--- config.mk ---
export PLATFORM = sky130hd
export DESIGN_NAME = dvp_frame_tx
export DESIGN_NICKNAME = d
export VERILOG_FILES = /design/src/rtl/dvp_frame_tx.sv
export SDC_FILE = /design/constraint.sdc
export NUM_CORES = 1
export LEC_CHECK = 0
export BUFFER_PORTS_ARGS = -buffer_cell sky130_fd_sc_hd__buf_4
export CORE_ASPECT_RATIO = 1.25
export CORE_UTILIZATION = 40
export CTS_CLUSTER_SIZE = 10
export DETAILED_ROUTE_END_ITERATION = 7
export PLACE_DENSITY = 0.56
export SYNTH_ARGS = -nofsm -noshare
export SYNTH_HDL_FRONTEND = slang
export SYNTH_SLANG_ARGS = --single-unit
export TNS_END_PERCENT = 30
--- constraint.sdc ---
create_clock -name clk -period 3.5 [get_ports clk]
set_clock_uncertainty 0.1 [all_clocks]
set_input_delay 0.35 -clock clk [delete_from_list [all_inputs] [get_ports clk]]
set_output_delay 0.35 -clock clk [all_outputs]
set_load 0.05 [all_outputs]
--- src/rtl/dvp_frame_tx.sv ---
`default_nettype none
// ============================================================================
//  Module      : dvp_frame_tx
//  Description : DVP (8-bit camera bus) video transmitter. Emits vsync, href
//                and one byte per clock, two bytes per RGB565 pixel (high byte
//                first). Pixels come from an external show-ahead source or
//                from an internal test-pattern generator.
//  Revision    : 1.0 - initial release
// ============================================================================
module dvp_frame_tx #(
    parameter int H_ACTIVE    = 480,
    parameter int V_ACTIVE    = 272,
    parameter int H_BLANK     = 64,
    parameter int VSYNC_LINES = 2,
    parameter int V_BACK      = 8,
    parameter int V_FRONT     = 4,
    parameter int BAR_W       = H_ACTIVE / 8
) (
    input  logic        clk,
    input  logic        rst,
    input  logic        enable,
    input  logic [1:0]  pattern_mode,
    input  logic [15:0] solid_color,
    output logic        pix_req,
    input  logic [15:0] pix_data,
    output logic        dvp_vsync,
    output logic        dvp_href,
    output logic [7:0]  dvp_data,
    output logic        frame_start,
    output logic        frame_done,
    output logic        busy
);

    // Frame geometry in byte clocks and lines
    localparam int c_LINE      = 2 * H_ACTIVE + H_BLANK;
    localparam int c_FRAME     = VSYNC_LINES + V_BACK + V_ACTIVE + V_FRONT;
    localparam int c_HW        = (c_LINE  > 1) ? $clog2(c_LINE)  : 1;
    localparam int c_VW        = (c_FRAME > 1) ? $clog2(c_FRAME) : 1;
    localparam int c_BW        = (BAR_W   > 1) ? $clog2(BAR_W)   : 1;
    localparam int c_ACT_START = VSYNC_LINES + V_BACK;
    localparam int c_ACT_END   = c_ACT_START + V_ACTIVE;

    localparam logic [0:0] S_IDLE = 1'b0;
    localparam logic [0:0] S_RUN  = 1'b1;

    logic [0:0]      r_state;
    logic [c_HW-1:0] r_h_cnt;
    logic [c_VW-1:0] r_v_cnt;
    logic [1:0]      r_mode;
    logic [15:0]     r_solid;
    logic [c_BW-1:0] r_bar_px;
    logic [2:0]      r_bar_idx;
    logic [7:0]      r_hold_lo;
    logic            r_vsync;
    logic            r_href;
    logic [7:0]      r_data;
    logic            r_fs;
    logic            r_fd;

    logic            w_run;
    logic            w_h_last;
    logic            w_v_last;
    logic            w_frame_first;
    logic            w_vsync;
    logic            w_act_line;
    logic            w_href;
    logic            w_fetch;
    logic [1:0]      w_mode;
    logic [15:0]     w_solid;
    logic [7:0]      w_x;
    logic [c_BW-1:0] w_bar_px;
    logic [2:0]      w_bar_idx;
    logic [15:0]     w_bar_color;
    logic [15:0]     w_pixel;

    // Counter-cycle decode of the raster position
    assign w_run         = (r_state == S_RUN);
    assign w_h_last      = (int'(r_h_cnt) == c_LINE - 1);
    assign w_v_last      = (int'(r_v_cnt) == c_FRAME - 1);
    assign w_frame_first = w_run && (r_h_cnt == '0) && (r_v_cnt == '0);
    assign w_vsync       = w_run && (int'(r_v_cnt) < VSYNC_LINES);
    assign w_act_line    = (int'(r_v_cnt) >= c_ACT_START) && (int'(r_v_cnt) < c_ACT_END);
    assign w_href        = w_run && w_act_line && (int'(r_h_cnt) < 2 * H_ACTIVE);
    assign w_fetch       = w_href && !r_h_cnt[0];
    assign w_x           = 8'(r_h_cnt >> 1);

    // On the frame's first counter cycle the latch is being loaded, so use the live inputs
    assign w_mode  = w_frame_first ? pattern_mode : r_mode;
    assign w_solid = w_frame_first ? solid_color  : r_solid;

    // Bar counters restart at the first pixel of every line
    assign w_bar_px  = (r_h_cnt == '0) ? '0   : r_bar_px;
    assign w_bar_idx = (r_h_cnt == '0) ? 3'd0 : r_bar_idx;

    assign pix_req = w_fetch && (w_mode == 2'd0);

    // Colour-bar lookup
    always_comb begin
        w_bar_color = 16'h0000;
        case (w_bar_idx)
            3'd0:    w_bar_color = 16'hFFFF;
            3'd1:    w_bar_color = 16'hFFE0;
            3'd2:    w_bar_color = 16'h07FF;
            3'd3:    w_bar_color = 16'h07E0;
            3'd4:    w_bar_color = 16'hF81F;
            3'd5:    w_bar_color = 16'hF800;
            3'd6:    w_bar_color = 16'h001F;
            default: w_bar_color = 16'h0000;
        endcase
    end

    // Pixel source select
    always_comb begin
        w_pixel = 16'h0000;
        case (w_mode)
            2'd0:    w_pixel = pix_data;
            2'd1:    w_pixel = w_bar_color;
            2'd2:    w_pixel = {w_x[7:3], w_x[7:2], w_x[7:3]};
            default: w_pixel = w_solid;
        endcase
    end

    // Run/idle FSM and raster counters; a frame always completes once started
    always_ff @(posedge clk) begin
        if (rst) begin
            r_state <= S_IDLE;
            r_h_cnt <= '0;
            r_v_cnt <= '0;
        end else begin
            case (r_state)
                S_IDLE: begin
                    r_h_cnt <= '0;
                    r_v_cnt <= '0;
                    if (enable) begin
                        r_state <= S_RUN;
                    end
                end
                S_RUN: begin
                    if (w_h_last) begin
                        r_h_cnt <= '0;
                        if (w_v_last) begin
                            r_v_cnt <= '0;
                            if (!enable) begin
                                r_state <= S_IDLE;
                            end
                        end else begin
                            r_v_cnt <= r_v_cnt + c_VW'(1);
                        end
                    end else begin
                        r_h_cnt <= r_h_cnt + c_HW'(1);
                    end
                end
                default: begin
                    r_state <= S_IDLE;
                    r_h_cnt <= '0;
                    r_v_cnt <= '0;
                end
            endcase
        end
    end

    // Latch pattern selection at frame start so it is stable across the frame
    always_ff @(posedge clk) begin
        if (rst) begin
            r_mode  <= 2'd0;
            r_solid <= 16'h0000;
        end else if (w_frame_first) begin
            r_mode  <= pattern_mode;
            r_solid <= solid_color;
        end
    end

    // Bar position: pixel-within-bar counter and saturating bar index
    always_ff @(posedge clk) begin
        if (rst) begin
            r_bar_px  <= '0;
            r_bar_idx <= 3'd0;
        end else if (w_fetch) begin
            if (int'(w_bar_px) == BAR_W - 1) begin
                r_bar_px  <= '0;
                r_bar_idx <= (w_bar_idx == 3'd7) ? 3'd7 : w_bar_idx + 3'd1;
            end else begin
                r_bar_px  <= w_bar_px + c_BW'(1);
                r_bar_idx <= w_bar_idx;
            end
        end
    end

    // Registered bus outputs, one clock behind the counter state
    always_ff @(posedge clk) begin
        if (rst) begin
            r_vsync   <= 1'b0;
            r_href    <= 1'b0;
            r_data    <= 8'h00;
            r_hold_lo <= 8'h00;
            r_fs      <= 1'b0;
            r_fd      <= 1'b0;
        end else begin
            r_vsync <= w_vsync;
            r_href  <= w_href;
            r_fs    <= w_frame_first;
            r_fd    <= w_run && w_h_last && w_v_last;
            if (w_fetch) begin
                r_data    <= w_pixel[15:8];
                r_hold_lo <= w_pixel[7:0];
            end else if (w_href) begin
                r_data <= r_hold_lo;
            end else begin
                r_data <= 8'h00;
            end
        end
    end

    assign dvp_vsync   = r_vsync;
    assign dvp_href    = r_href;
    assign dvp_data    = r_data;
    assign frame_start = r_fs;
    assign frame_done  = r_fd;
    assign busy        = (r_state == S_RUN);

endmodule
`default_nettype wire

# Word-level counts from Yosys, hierarchy flattened
# Index checks and enable logic that the tools add are counted.
dict set report word_totals {
  in_bits 37
  reg_bits 67
  elab_cells 70
  out_inout_bits 14
}
dict set report op_classes {
  reduce_logical 15
  n_addsub 4
  magnitude_cmp 4
  n_eq_ne 13
  bitwise 1
  mux 20
}
# operator n
set op_table {}
lappend op_table {{$pmux 16 s7} 1}
lappend op_table {{$pmux 16 s3} 1}
lappend op_table {{$pmux 10 s2} 1}
lappend op_table {{$mux 9} 2}
lappend op_table {{$pmux 9 s2} 1}
lappend op_table {{$mux 16} 1}
lappend op_table {{$mux 8} 2}
lappend op_table {{$eq 3x3->1 const B} 4}
lappend op_table {{$mux 6} 2}
lappend op_table {{$add 10x1->10 const B} 1}
lappend op_table {{$eq 10x1->1 const B} 1}
lappend op_table {{$logic_and 1x1->1} 10}
lappend op_table {{$logic_not 10->1} 1}
lappend op_table {{$lt 10x10->1 const B} 1}
lappend op_table {{$mux 10} 1}
lappend op_table {{$add 9x1->9 const B} 1}
lappend op_table {{$eq 9x9->1 const B} 1}
lappend op_table {{$ge 9x4->1 const B} 1}
lappend op_table {{$logic_not 9->1} 1}
lappend op_table {{$lt 9x2->1 const B} 1}
lappend op_table {{$lt 9x9->1 const B} 1}
lappend op_table {{$mux 3} 3}
lappend op_table {{$add 6x1->6 const B} 1}
lappend op_table {{$eq 3x2->1 const B} 2}
lappend op_table {{13 further kinds} 15}

# Longest topological paths before layout
# Gate-level depths: netlist (run 1).
dict set report depth {
  ltp_word 7
  ltp_mapped 12
  mapped_depth_nobuf 11
}

# Worst setup path before layout (run 1)
# Ideal clock, no wire load.
dict set report synth_timing {
  kind {register -> output}
  startpoint {register r_state, in the netlist busy}
  endpoint {output port pix_req}
  n_path_buf 1
  slack_ns 0.601
  stages_incl_launch_ff 6
  arrival_time_ns 2.449
  required_ns 3.050
  cell_sequence {dfxtp_1 and2_1 nand4_1 or3_1 clkbuf_1 a21oi_1}
}
dict set report synth_via {
  elab_chain_len 5
}
# element line
set synth_rtl {}
lappend synth_rtl {{from (decl)} 46} ;# logic [0:0] r_state;
lappend synth_rtl {{from (signal assigned)} 126} ;# r_state <= S_IDLE;
lappend synth_rtl {{from (signal assigned)} 135} ;# r_state <= S_RUN;
lappend synth_rtl {{from (signal assigned)} 144} ;# r_state <= S_IDLE;
lappend synth_rtl {{$logic_and 1x1->1 (2 in series)} 80} ;# assign w_frame_first = w_run && (r_h_cnt == '0) && (r_v_cnt == '0);
lappend synth_rtl {{$mux 2} -}
lappend synth_rtl {{$logic_not 2->1} 95} ;# assign pix_req = w_fetch && (w_mode == 2'd0);
lappend synth_rtl {{$logic_and 1x1->1 (*)} 95}
lappend synth_rtl {{to (decl)} 24} ;# output logic pix_req,
# Every way passes the cells marked *; elsewhere a longest branch is shown, timed or not.

# Final worst setup path (run 1)
dict set report layout_timing {
  startpoint {register r_h_cnt[0]}
  endpoint {output port pix_req}
}
dict set report layout_via {
  elab_chain_len 6
}
# element line
set layout_rtl {}
lappend layout_rtl {{from (decl)} 47} ;# logic [c_HW-1:0] r_h_cnt;
lappend layout_rtl {{from (signal assigned)} 150} ;# r_h_cnt <= r_h_cnt + c_HW'(1);
lappend layout_rtl {{parallel branches: the longest is 5 deep, another holds $lt 10x10->1} -}
lappend layout_rtl {{$logic_and 1x1->1 (*)} 95}
# Every way passes the cells marked *.

==> impl_metrics.ini, run 1 <==
[run_status]
status = finished, violations left
violations = DRC

[clock_tree]
root_buffer = clkbuf_8
clockBufferDepth = 2
clkSinkCount = 67
postCtsSetupRepairBufs = 0
clock_latency_ns = 0.37
hold_buffers = 0
htree_levels = 3
cts_buffers = 9
cts_resized = 0
clk_pin_slew_ns = 0.09
cts_tree = yes

[flow_run]
drv_cap = 0

[setup_path]
crit_family = simple AND/OR/NAND/NOR gates
cp.required_ns = 3.05
rrSetupSlack_ns = 0.52
crit_buf_inv = 2
cp_cell_sequence = inv_1, ha_1, nor3b_2, nand4_1, or3_1, a21oi_1, buf_4
cp.depth = 7
path_class = flip-flop to output port
cp-end-kind = output port
slowest_delay_ns = 0.54
start_kind = flip-flop
worst_ep_arrival_time_ns = 2.58
critPathMaxFanout = 6
r2r_cells = 11
crit_path_end = pix_req
rr_endpoint = r_bar_idx[0]$_SDFFE_PP0P_
startpoint = r_h_cnt[0]$_SDFF_PP0_
r2r-start = r_h_cnt[0]$_SDFF_PP0_
crit_slowest_cell = or3_1

[pwr]
clockPowerShare_pct = 42.9
p_sw_uw = 468
power_leakage_uw = 0.00162
comb_power_share_pct = 11.2
power_density_nw_per_um2 = 423
p_int_uw = 1260
irDropWorstVdd_mv = 0.170
power_frac_seq_pct = 45.8
switching_share_pct = 27.1

[logic_synthesis]
synth_edf_count = 0
yosys-top-cells-area = dfxtp_1 (39%), nand2_1 (6.6%), nor2_1 (5.6%)
async_flop_share_pct = 0
synth_area_leader_cell = dfxtp_1
ys_ff_latch = 67
avgSynthCellArea_sq_um = 7.94
synth_fp_nets = 475
netlist_area_sq_um = 3420
syn_inst = 431
yosys_most_used_dff = dfxtp_1
synth-warning-count = 0
synth-seq-area-share_pct = 39.2
synthDistinctLibCells = 55
netlist.area_leader.share_pct = 39.2

[floorplan]
die_h_microns = 105
start_util_pct = 41.3
die_w_microns = 84.7
die_area_sq_um = 8930
rows = 37
core_area_sq_um = 8290
io_pins = 51

[timing]
finalSetupTns_ns = 0
hold_viol_final = 0
finalMaxSlewViolations = 0
worstMarginPinSlew_ns = 1.03
rsz0062_at_grt = false
min_period_ns = 3.03
clock.fmax_mhz = 330
finalSetupViolations = 0
fin_ws_ns = 0.466
fin_crit_sh_pct = 86.7
relSlewSlack_pct = 30.5

[placement]
pre_cts_slack_ns = 0.552
routabilityCongestion = 0.825
hpwl_microns = 7050
io_buffers = 50
post-place-cells = 561
place_area_sq_um = 3860

[worst_hold_path]
hold_class = input port to flip-flop

[global_routing]
grt_use_total_pct = 22.1
grt_pass1_wl_microns = 14900
grt_max_degree = 40
antenna_found_initial = 0
grt-ovfl-total = 0
grt_pass1_vias = 3019

[finish]
n_antenna_cell = 0
final_cell_mix = dfxtp_1 (67), nand2_1 (60), buf_4 (57)
design_area_sq_um = 4090
final_cells = 577
syn2layout_area_growth_pct = 19.5
fin_nets = 519
fill_cells = 824
drive_gt1_share_pct = 17.5
layout_commonest_cell = dfxtp_1

[routing]
routed_wl_microns = 9690
drc_errors = 4
avgRoutedWirePerCell_microns = 16.8
drt_first_pass_iters = 8
vias = 3222
viasPerCell = 5.58
first_iter_violations = 206
antenna_left = 0
-- through the flow --
step	total power [uW]	hold slack, ns	util, %
global route	1790	0.0901	49.4
floorplan	922	0.326	-
CTS	1740	0.0759	49.4
global placement	1000	0.338	46.6
detailed placement	1000	0.347	46.6
finish	1730	0.0806	49.4
-- worst reg2reg max path, stage by stage, from the launching register on --
cell     delay (ns)
dfxtp_1        0.38
inv_1          0.10
ha_1           0.21
nor3b_2        0.19
nand3_1        0.21
and2_1         0.17
ha_1           0.20
nand2_1        0.08
nor3_1         0.83
nand3_1        0.14
a21oi_1        0.18
nor3_1         0.06
-- layout make-up --
cell class / instances / area [sq um] / share of cell area [%]
Clock inverter: 7 / 101 / 2.48
Clock buffer: 9 / 124 / 3.03
Tap cell: 97 / 121 / 2.97
Inverter: 6 / 22.5 / 0.551
Timing Repair Buffer: 57 / 428 / 10.5
Sequential cell: 67 / 1340 / 32.8
Multi-Input combinational cell: 334 / 1950 / 47.7
-- how the worst min path moves through the flow --
stage	from	to	slack, ns	cells after the start
final	enable	busy$_SDFF_PP0_	0.08	3
after global routing	enable	busy$_SDFF_PP0_	0.09	3
after CTS	enable	busy$_SDFF_PP0_	0.08	3
after detailed placement	r_solid[8]$_SDFF_PP0_	r_solid[8]$_SDFF_PP0_	0.35	2
after global placement	r_solid[8]$_SDFF_PP0_	r_solid[8]$_SDFF_PP0_	0.34	2
after floorplan	r_hold_lo[0]$_SDFFE_PP0P_	r_hold_lo[0]$_SDFFE_PP0P_	0.33	2
-- sequential cells by signal, indices dropped and copies added (netlist names), 2 cells and up --
signal     count
r_bar_idx      3
r_bar_px       6
dvp_data       8
r_solid       16
r_h_cnt       10
r_mode         2
r_v_cnt        9
r_hold_lo      8
-- layer usage --
layer  global-route usage, %  vias up  routed length [microns]  share of wire [%]
met2                    38.1       84                     4840                 50
met3                    2.82       21                      372                3.8
met5                       0        -                        0                  0
met4                    14.0        0                      376                3.9
li1                        -     1634                        -                  -
met1                    25.7     1483                     4100                 42
-- kinds of logic after synthesis --
group                      count (synthesis)  share of synthesized area [%]
adders and majority gates                  7                           2.56
and+or+nand+nor                          201                           29.1
AOI/OAI and AO/OA                        109                           20.8
muxes                                      6                           1.76
buffers and inverters                     30                           3.77
DFF                                       67                           39.2
xor gates and xnor gates                  11                           2.82
-- power groups by stage --
stage | Sequential (uW) | Combinational, uW | Clock, uW
2_1_floorplan | 809 | 113 | 0
3_3_place_gp | 810 | 193 | 0
3_5_place_dp | 810 | 193 | 0
4_1_cts | 792 | 194 | 751
5_1_grt | 795 | 209 | 788
6_report | 793 | 194 | 743
-- cells in the mapped netlist (2+ instances only) --
cell type	number
dfxtp_1	67
clkbuf_1	19
nor4_1	3
xnor2_1	5
mux2i_1	6
a32o_1	4
nor3b_1	5
o21ai_0	24
nor3_1	16
nor2b_1	4
and2_1	4
buf_1	2
o22ai_1	11
nand3_1	18
xor2_1	6
nand2b_1	2
a21oi_1	32
nand4_1	4
nand2_1	60
o2bb2ai_1	7
a22o_1	2
nor2_1	51
and3_1	9
or4_1	4
inv_1	6
or2_2	4
a31oi_1	4
or3_1	8
a211oi_1	3
buf_6	2
a21o_1	7
o22a_1	3
ha_1	7
Note: power is estimated with default switching activity, not from simulation.
==> run 2: changes to the inputs <==
Settings changed: ABC_AREA from default to 1, CORE_UTILIZATION 40 to 44, PLACE_DENSITY 0.56 to 0.61.
==> impl_metrics.ini, run 2 <==
[global_routing]
grt_max_degree = 39
antenna_found_initial = 0
grt_pass1_wl_microns = 13200
grt-ovfl-total = 0
grt_pass1_vias = 2863
grt_use_total_pct = 21.6

[timing]
clock.fmax_mhz = 335
hold_slack_ns = 0.138
relSlewSlack_pct = 61.7
rsz0062_at_grt = false
finalSetupTns_ns = 0
worstMarginPinSlew_ns = 0.574
fin_crit_sh_pct = 85.3
hold_viol_final = 0
finalMaxSlewViolations = 0
finalSetupViolations = 0
min_period_ns = 2.99

[setup_path]
startpoint = r_h_cnt[0]$_SDFF_PP0_
r2r-start = r_h_cnt[0]$_SDFF_PP0_
critPathMaxFanout = 20
crit_path_end = pix_req
worst_ep_arrival_time_ns = 2.54
rrSetupSlack_ns = 0.98
cp.required_ns = 3.05
cp.depth = 11
slowest_delay_ns = 0.35
cp_cell_sequence = inv_1, ha_1, inv_1, nor2_2, nand3_2, nor2_4, nand2_2, nand2_1, nand2_4, nor3_1, buf_4
crit_slowest_cell = nand2_2
cpMostUsedCell = inv_1
cp-end-kind = output port
r2r_cells = 14
crit_buf_inv = 3
path_class = flip-flop to output port
start_kind = flip-flop
crit_family = simple AND/OR/NAND/NOR gates
rr_endpoint = dvp_data[7]$_SDFF_PP0_

[floorplan]
die_h_microns = 100
core_area_sq_um = 7440
rows = 35
die_w_microns = 80.7
io_pins = 51
start_util_pct = 45.8
die_area_sq_um = 8110

[logic_synthesis]
synth_fp_nets = 523
netlist_area_sq_um = 3410
async_flop_share_pct = 0
ys_ff_latch = 67
avgSynthCellArea_sq_um = 7.12
yosys_most_used_dff = dfxtp_1
netlist.area_leader.share_pct = 39.3
yosys-top-cells-area = dfxtp_1 (39%), nand2_1 (14%), nand3_1 (7.8%)
synth-seq-area-share_pct = 39.3
synth-warning-count = 0
synth.most_common_cell = nand2_1
synth_edf_count = 0
yosys-top-cells-count = nand2_1 (124), dfxtp_1 (67), nor2_1 (60), nand3_1 (53), inv_1 (39)
synth_area_leader_cell = dfxtp_1
syn_inst = 479
synthDistinctLibCells = 38

[finish]
fin_nets = 567
fill_cells = 767
drive_gt1_share_pct = 17.8
largest_register = r_solid
top_regs = r_solid: 16 flops, r_h_cnt: 10 flops, r_v_cnt: 9 flops
n_antenna_cell = 0
largest_reg_flops = 16
layout_commonest_cell = nand2_1
register_area_sq_um = 1340
syn2layout_area_growth_pct = 16.6
final_cells = 620
multi_input_area_sq_um = 1770
final_cell_mix = nand2_1 (124), dfxtp_1 (67), nor2_1 (60)

[routing]
wl_met1_microns = 3520
antenna_left = 0
routed_wl_microns = 8140
first_iter_violations = 152
avgRoutedWirePerCell_microns = 13.1
routed-wl-met3_microns = 314
vias = 3069
routed.top_layer = met4
met2_wirelength_microns = 4210
drt_first_pass_iters = 4
drc_errors = 0
viasPerCell = 4.95

[clock_tree]
clkSinkCount = 67
clock_latency_ns = 0.33
clockBufferDepth = 2
postCtsSetupRepairBufs = 0
cts_tree = yes
hold_buffers = 0
cts_buffers = 9
cts_resized = 0
htree_levels = 3
root_buffer = clkbuf_8
clk_pin_slew_ns = 0.07

[flow_run]
drv_cap = 0

[placement]
hpwl_microns = 6040
post-place-cells = 604
io_buffers = 50
routabilityCongestion = 0.828

[pwr]
p_total_uw = 1720
power_leakage_uw = 0.00174
power_density_nw_per_um2 = 433
irDropWorstVdd_mv = 0.228

[run_status]
status = complete, no violations

[worst_hold_path]
hold_class = input port to flip-flop
==> run 2: through the flow <==
stage / util (%) / cell area [sq um] / setup WS, ns
finish: 53.4 / 3980 / 0.514
global route: 53.4 / 3980 / 0.293
CTS: 53.4 / 3980 / 0.477
detailed placement: 50.7 / 3770 / 0.860
global placement: 50.7 / 3770 / 0.892
floorplan: - / 3410 / 0.379
==> run 2: tightest hold or removal path, delay by kind of cell <==
kind            cells  cell delay [ns]
buf+inv             1             0.07
compound gates      1             0.07
simple gates        1             0.05
==> run 2: cell families (layout without fill, tap and decap cells) <==
family,count (synthesis),in the layout,share of synthesized area [%]
compound gates,61,61,10.2
xor+xnor,8,8,2.06
fa+ha+maj,7,7,2.57
buf+inv,61,110,8.70
flops,67,67,39.3
mux,3,3,0.881
simple gates,272,272,36.2
==> run 2: routing by layer <==
| layer | vias up | track usage, % |
|---|---|---|
| li1 | 1632 | - |
| met2 | 62 | 40.3 |
| met1 | 1369 | 23.8 |
| met4 | 0 | 6.59 |
| met5 | - | 0 |
| met3 | 6 | 4.91 |
==> run 2: report_power, final <==
part           internal (uW)  total [uW]  switching (uW)  leakage [uW]
registers                786         796            10.3      0.000544
clock network            348         646             298      0.000102
logic                   96.3         281             185       0.00109
==> run 2: how the worst min path moves through the flow <==
stage / start / end / cells past startpoint
after global routing: solid_color[8] / r_solid[8]$_SDFF_PP0_ / 3
after detailed placement: r_h_cnt[0]$_SDFF_PP0_ / r_h_cnt[0]$_SDFF_PP0_ / 1
final: enable / busy$_SDFF_PP0_ / 3
after CTS: enable / busy$_SDFF_PP0_ / 3
after floorplan: r_h_cnt[0]$_SDFF_PP0_ / r_h_cnt[0]$_SDFF_PP0_ / 1
after global placement: r_h_cnt[0]$_SDFF_PP0_ / r_h_cnt[0]$_SDFF_PP0_ / 1
==> run 2: final cells by class <==
class / count / share of cell area (%)
Clock buffer: 10 / 3.46
Clock inverter: 6 / 1.64
Tap cell: 92 / 2.90
Sequential cell: 67 / 33.7
Multi-Input combinational cell: 351 / 44.6
Inverter: 43 / 4.06
Timing Repair Buffer: 51 / 9.63
